**src/rtl/cla2_seq_adder.sv**
```systemverilog
// cla2_seq_adder: a WIDTH-bit adder/subtractor built from one 2-bit
// carry-lookahead slice. The slice is reused once per clock, lowest bits first.
// The carry is held in a register from one slice to the next.
// Results appear on sum/co/ovf only once the last slice has been processed.

// fa2_cla: 2-bit carry-lookahead adder slice (generate/propagate form).
module fa2_cla (
    input  logic [1:0] a,
    input  logic [1:0] b,
    input  logic       ci,
    output logic [1:0] sum,
    output logic       co
);

    logic [1:0] g;
    logic [1:0] p;
    logic       c1;

    assign g   = a & b;
    assign p   = a ^ b;
    assign c1  = g[0] | (p[0] & ci);
    assign co  = g[1] | (p[1] & g[0]) | (p[1] & p[0] & ci);
    assign sum = p ^ {c1, ci};

endmodule

module cla2_seq_adder #(
    parameter int WIDTH = 8
) (
    input  logic             clk,
    input  logic             rst_n,
    input  logic             start,
    input  logic             op_sub,
    input  logic [WIDTH-1:0] a,
    input  logic [WIDTH-1:0] b,
    input  logic             ci,
    output logic             busy,
    output logic             done,
    output logic [WIDTH-1:0] sum,
    output logic             co,
    output logic             ovf
);

    localparam int SLICES = WIDTH / 2;
    localparam int KW     = (SLICES > 1) ? $clog2(SLICES) : 1;
    localparam logic [KW-1:0] LAST_K = KW'(SLICES - 1);

    typedef enum logic [1:0] {
        S_IDLE = 2'd0,
        S_RUN  = 2'd1,
        S_DONE = 2'd2
    } state_t;

    state_t state;
    state_t state_next;

    // Operands are captured at launch. Subtraction is stored as A + ~B + 1,
    // so the B register already holds the effective operand.
    logic [WIDTH-1:0] a_reg;
    logic [WIDTH-1:0] b_reg;
    logic             carry;
    logic [KW-1:0]    k;
    logic [WIDTH-1:0] shadow;

    logic [1:0]       slice_a;
    logic [1:0]       slice_b;
    logic [1:0]       slice_sum;
    logic             slice_co;
    logic [WIDTH-1:0] sum_next;
    logic             launch;
    logic             last_slice;
    logic             ovf_next;

    // An operation may start from IDLE, or directly from DONE for back-to-back use.
    // A start request that arrives during RUN is ignored.
    assign launch     = start && ((state == S_IDLE) || (state == S_DONE));
    assign last_slice = (state == S_RUN) && (k == LAST_K);

    assign slice_a = a_reg[{k, 1'b0} +: 2];
    assign slice_b = b_reg[{k, 1'b0} +: 2];

    fa2_cla u_slice (
        .a   (slice_a),
        .b   (slice_b),
        .ci  (carry),
        .sum (slice_sum),
        .co  (slice_co)
    );

    // Merge the current slice result into the shadow to form the complete word.
    always_comb begin
        sum_next = shadow;
        sum_next[{k, 1'b0} +: 2] = slice_sum;
    end

    // Overflow: both operands have the same sign, but the result sign differs.
    assign ovf_next = (a_reg[WIDTH-1] == b_reg[WIDTH-1]) &&
                      (sum_next[WIDTH-1] != a_reg[WIDTH-1]);

    // State register.
    always_ff @(posedge clk or negedge rst_n) begin
        if (!rst_n) begin
            state <= S_IDLE;
        end else begin
            state <= state_next;
        end
    end

    // Next-state logic and status outputs. DONE lasts exactly one cycle.
    always_comb begin
        state_next = state;
        busy       = 1'b0;
        done       = 1'b0;
        case (state)
            S_IDLE: begin
                if (start) begin
                    state_next = S_RUN;
                end
            end
            S_RUN: begin
                busy = 1'b1;
                if (k == LAST_K) begin
                    state_next = S_DONE;
                end
            end
            S_DONE: begin
                done = 1'b1;
                if (start) begin
                    state_next = S_RUN;
                end else begin
                    state_next = S_IDLE;
                end
            end
            default: begin
                state_next = S_IDLE;
            end
        endcase
    end

    // Datapath: capture operands at launch, then process one slice per clock in RUN.
    // Visible results are updated only on the last slice.
    always_ff @(posedge clk or negedge rst_n) begin
        if (!rst_n) begin
            a_reg  <= '0;
            b_reg  <= '0;
            carry  <= 1'b0;
            k      <= '0;
            shadow <= '0;
            sum    <= '0;
            co     <= 1'b0;
            ovf    <= 1'b0;
        end else if (launch) begin
            a_reg  <= a;
            b_reg  <= op_sub ? ~b : b;
            carry  <= op_sub ? 1'b1 : ci;
            k      <= '0;
            shadow <= '0;
        end else if (state == S_RUN) begin
            shadow <= sum_next;
            carry  <= slice_co;
            if (last_slice) begin
                k   <= '0;
                sum <= sum_next;
                co  <= slice_co;
                ovf <= ovf_next;
            end else begin
                k <= k + KW'(1);
            end
        end
    end

endmodule

```
**config.mk**
```make
export PLATFORM = sky130hd
export DESIGN_NAME = cla2_seq_adder
export DESIGN_NICKNAME = d
export VERILOG_FILES = /design/src/rtl/cla2_seq_adder.sv
export SDC_FILE = /design/constraint.sdc
export NUM_CORES = 1
export LEC_CHECK = 0
export CORE_ASPECT_RATIO = 0.9
export CORE_MARGIN = 4
export CORE_UTILIZATION = 48
export DETAILED_ROUTE_END_ITERATION = 12
export MAX_ROUTING_LAYER = met4
export PLACE_DENSITY = 0.73
export SLEW_MARGIN = 20
export SYNTH_ARGS = -nofsm -noshare
export SYNTH_HDL_FRONTEND = slang
export SYNTH_SLANG_ARGS = --single-unit
```
**constraint.sdc**
```tcl
create_clock -name clk -period 4.4 [get_ports clk]
set_input_delay 0.88 -clock clk [delete_from_list [all_inputs] [get_ports clk]]
set_output_delay 0.88 -clock clk [all_outputs]
set_load 0.01 [all_outputs]
```
==> Yosys cells after proc, flatten, opt, wreduce, memory -nomap -nowiden <==
Index checks and enable logic that the tools add are counted.
W data, S select, Z words.
{ "word_totals": {"word_cells": 58, "reg_bits": 39, "in_bits": 21, "output_inout_bits": 12} }
{ "classes": {"mux": 16, "bitwise_logic": 12, "eq_ne": 7, "reduce_logical": 8, "shift": 4, "add_sub_neg": 2} }
{ "ops": {"columns": ["op", "n"], "rows": [
  ["$mux W8", 3],
  ["$shiftx A8 B4 Y2", 2],
  ["$mux W2", 5],
  ["$bwmux W8", 1],
  ["$not A8 Y8", 1],
  ["$shift A2 B5 Y8 const A", 1],
  ["$shiftx A2 B5 Y8", 1],
  ["$mux W1", 6],
  ["$pmux W2 S3", 1],
  ["$neg A3 Y5", 1],
  ["$and A1 B1 Y1", 4],
  ["$eq A2 B2 Y1 const B", 2],
  ["$ne A2 B2 Y1 const B", 2],
  ["$xor A2 B2 Y2", 2],
  ["$logic_and A1 B1 Y1", 3],
  ["$or A1 B1 Y1", 3],
  ["$reduce_and A3 Y1", 1],
  ["$add A2 B1 Y2 const B", 1],
  ["$and A2 B2 Y2", 1],
  ["$eq A2 B1 Y1 const B", 1],
  ["$logic_not A2 Y1", 1],
  ["$reduce_and A2 Y1", 1],
  ["$reduce_bool A2 Y1", 1],
  ["$eq A1 B1 Y1", 1],
  ["other kinds (3)", 3]
]} }

==> Longest topological paths before layout <==
{ "depth": {"depth_word": 9, "ltp_mapped": 7, "ltp_nobuf": 6} }

==> Modules after synthesis <==
A second synthesis with hierarchy kept.
{ "unflattened": {"hier_cells": 193, "area_unflattened_um2": 1934.4} }
{ "modules_own_cells": {"columns": ["module", "instances", "cells_per_inst", "area_each_um2", "seq_area_each_um2"], "rows": [
  ["cla2_seq_adder", 1, 182, 1851.8, 975.9],
  ["fa2_cla", 1, 11, 82.6, 0.0]
]} }

==> Worst setup path after synthesis <==
OpenSTA, ideal clock, no wires.
{ "synth_path": {"path_kind": "flip-flop to flip-flop", "from": "reg k[0]", "to": "reg ovf", "slack_ps": 1970, "synth_period_minus_slack_ps": 2430, "setup_time_ps": 73, "t_arrival_ps": 2357, "n_path_buf": 1, "required_time_ps": 4327, "path_stages_with_launch": 8, "cell_sequence": "dfrtp_1 buf_6 mux4_1 fa_1 xor2_2 a31oi_1 or3_1 a2bb2oi_2"} }
{ "synth_between": {"elab_chain_cells": 9, "word_cells_on_any_way": 16, "cone_classes": "1 x add/sub; 2 x eq/ne; 4 x shift; 1 x mux; 5 x bitwise; 3 x reduce/logical"} }
{ "synth_rtl": {"columns": ["item", "line_no", "text"], "rows": [
  ["start, declared", "62", "logic [KW-1:0] k;"],
  ["start signal, assigned", "167", "k <= k + KW'(1);"],
  ["$shiftx A8 B4 Y2, on equally long branches", "79, 80", null],
  ["$xor A2 B2 Y2", "20", "assign p = a ^ b;"],
  ["$and A1 B1 Y1", "21", "assign c1 = g[0] | (p[0] & ci);"],
  ["$or A1 B1 Y1", "21", null],
  ["$xor A2 B2 Y2", "23", "assign sum = p ^ {c1, ci};"],
  ["$shiftx A2 B5 Y8", "93", "sum_next[{k, 1'b0} +: 2] = slice_sum;"],
  ["$bwmux W8", "93", null],
  ["$ne A1 B1 Y1", "98", "(sum_next[WIDTH-1] != a_reg[WIDTH-1]);"],
  ["$logic_and A1 B1 Y1", "97", "assign ovf_next = (a_reg[WIDTH-1] == b_reg[WIDTH-1]) &&"],
  ["end signal, assigned", "165", "ovf <= ovf_next;"],
  ["end, declared", "41", "output logic ovf"]
]} }
Parallel ways exist; a longest one is shown, timed or not.
A chain may end at the register's enable or synchronous reset.

==> Worst setup path after layout <==
Ends and elaborated chain as after synthesis.

==> flow_summary_export.csv <==
group,metric,value,unit
sta,hold_violations,0,
synth,yosysSeqAreaShare,50.2,%
sta,fin_ws,1.61,ns
clocking,cts_setup_buffers,0,
place,place_ws,1.61,ns
final_layout,fin_cells,252,
sta,post-route-period-util,63.5,%
final_layout,drive_above_1_share,9.22,%
sta,worstMarginPinSlew,0.904,ns
synth,netlist_top_cells_count,"dfrtp_1 (39), o21ai_0 (27), nand2_1 (21)",
floorplan,coreArea,3810,um2
sta,max_freq,0.358,GHz
final_layout,finalNetCount,235,
route,drc,0,
floorplan,io-pin-count,33,
synth,synth_area_leaders,"dfrtp_1 (50%), o21ai_0 (7.0%), mux4_1 (5.4%), ha_1 (5.2%), mux2_2 (4.6%)",
power_and_ir_drop,peakVddDrop,0.000278,V
route,vias,1396,
clocking,path_clk_slew,0.07,ns
worst_hold_path,hold_path.class,"reg -> reg",
synth,ys.flop_type,"dfrtp_1",
power_and_ir_drop,p_leak,1.00,nW
clocking,clkLatencyLatePin,0.29,ns
route,drt_iter0_drc,98,
setup_path,crit_path_max_fanout,13,
route,viasPerCell,5.54,
clocking,htree_levels,2,
synth,synth_top_area_cell,"dfrtp_1",
global_routing,grt_usage,16.9,%
sta,period_minus_slack,2.79,ns
place,port_buffers,32,
synth,netlist_instances,175,
global_routing,grt_pass1_vias,1476,
route,wire_per_inst,14.2,um
sta,worst_slew_margin_rel,39.7,%
flow_run,cap_violations,0,
setup_path,cp_data_required_time,4.63,ns
synth,synth_most_common_cell,"dfrtp_1",
setup_path,arrival,3.02,ns
clocking,clock_path_buffers,2,
synth,synth_edf_count,0,
synth,syn-mean-instance-area,11.1,um2
setup_path,cp_slowest_cell,"mux4_1",
setup_path,slowest_delay,0.69,ns
setup_path,end_kind,"register",
global_routing,grt_antenna_before_repair,0,
synth,synth_seq_cells,39,
power_and_ir_drop,power_density,719,nW/um2
final_layout,antennaDiodeCount,0,
sta,rsz0062_at_grt,"false",
synth,synth_cell_types,31,
floorplan,dieArea,5130,um2
global_routing,grt_max_degree,40,
clocking,cts_root_buf,"clkbuf_8",
sta,setup-violations-final,0,
sta,final-max-slew-violation-count,0,
clocking,postCtsHoldBufs,0,
setup_path,criticalPathCategory,"reg -> reg",
route,dr.pass1.iters,4,
place,place_congestion,0.885,
final_layout,syn2layout_area_growth,20.9,%
route,ant_nets,0,
global_routing,grt_pass1_wl,6320,um
sta,finClkSkew,0.00678,ns
clocking,tritoncts,"done",
setup_path,cp_top_family,"multiplexers",
floorplan,die-width,75.1,um
synth,synth_top_area_share,50.2,%
clocking,cts_buffers,5,
route,drt_wl_total,3590,um
synth,async_flop_share,100,%
floorplan,die_h,68.4,um
setup_path,worstSetupStartpointType,"register",
setup_path,critPathBufInv,0,
clocking,post_cts_resized,0,
run_status,status,"finished, final reports clean",
floorplan,initial_utilization,51.0,%
synth,yosys_warnings,0,
place,dp_hpwl,2630,um
setup_path,worstPathCellList,"mux4_1 > fa_1 > xor2_2 > a31oi_1 > or3_1 > a2bb2oi_2",
synth,synth_fp_nets,205,
global_routing,grt-ovfl-total,0,
floorplan,num_rows,21,
clocking,cts_sinks,39,
synth,netlist_area,1940,um2
sta,setup_tns,0,ns
place,dpl.cell_count,244,
## where the power goes
part	switching, mW	total [mW]	internal, mW	leakage, nW
logic	0.425	0.823	0.399	0.464
clock network	0.120	0.231	0.111	0.0422
registers	0.115	0.635	0.520	0.494
total	0.660	1.69	1.03	1.00
## routing by layer
metal  part of all wire [%]  global-route usage [%]  up-vias
met2                     49                    28.4       39
li1                       -                       -      671
met4                    1.9                    6.00        0
met5                      0                       -        -
met3                    6.1                    5.43       10
met1                     43                    18.8      676
## worst register-to-register path: stages (launching register included)
cell and delay, ns:
dfrtp_1 0.66, mux4_1 0.69, fa_1 0.46, xor2_2 0.26, a31oi_1 0.18, or3_1 0.34
a2bb2oi_2 0.14
## layout make-up
cell class | count | area [um2]
clock inverters | 1 | 5.00
repair buffers | 32 | 315
well taps | 46 | 57.6
inverters | 5 | 18.8
fillers | 299 | 1460
flip-flops and latches | 39 | 976
clock buffers | 7 | 76.3
multi-input cells | 122 | 901
## layout by cell type, fill, tap and decap left out
master	n
a2bb2oi_2	1
a31oi_1	9
buf_2	1
a32o_1	1
nor3b_4	1
clkbuf_1	2
a21oi_1	1
clkinv_1	1
nor2_1	8
o21ai_0	27
nand3_1	4
nor2b_1	5
fa_1	1
and2b_2	1
clkdlybuf4s50_1	31
xnor2_1	8
nand2b_1	5
ha_1	8
dfrtp_1	39
or3_1	1
xor2_2	1
o31ai_1	1
mux4_1	4
inv_1	4
clkinv_2	1
and2_1	1
nor3b_1	3
nand2_1	21
a21o_1	1
clkbuf_8	5
o221ai_1	1
mux2_2	8
## worst paths after layout
check	end	slack, ns	startpoint	depth (start not counted)
hold reg to reg	b_reg[1]$_DFFE_PN0P_	0.49	b_reg[1]$_DFFE_PN0P_	2
min in group asynchronous	sum[3]$_DFFE_PN0P_	0.68	rst_n	1
hold / removal	b_reg[1]$_DFFE_PN0P_	0.49	b_reg[1]$_DFFE_PN0P_	2
setup reg to reg	ovf$_DFFE_PN0P_	1.61	k[0]$_DFFE_PN0P_	6
max in group asynchronous	shadow[5]$_DFFE_PN0P_	3.18	rst_n	1
setup / recovery	ovf$_DFFE_PN0P_	1.61	k[0]$_DFFE_PN0P_	6
## stage by stage
stage	instance area [um2]	util (%)	hold slack, ns	power (mW)
floorplan	1940	-	0.442	1.22
detailed placement	2270	59.5	0.471	1.47
global placement	2270	59.5	0.455	1.42
global route	2350	61.7	0.516	1.83
finish	2350	61.7	0.486	1.69
CTS	2350	61.7	0.488	1.70
## logic make-up (layout without fill, tap and decap cells)
kind of cell	after synthesis	count (layout)	share of synthesized area [%]
flip-flops	39	39	50.2
AO/OA/AOI/OAI	42	42	12.6
AND/OR/NAND/NOR	50	50	13.1
buffers and inverters	14	45	3.41
adder cells (fa/ha/maj)	9	9	6.18
XOR/XNOR	9	9	4.44
multiplexers	12	12	10.0
Note: power is estimated with default switching activity, not from simulation.
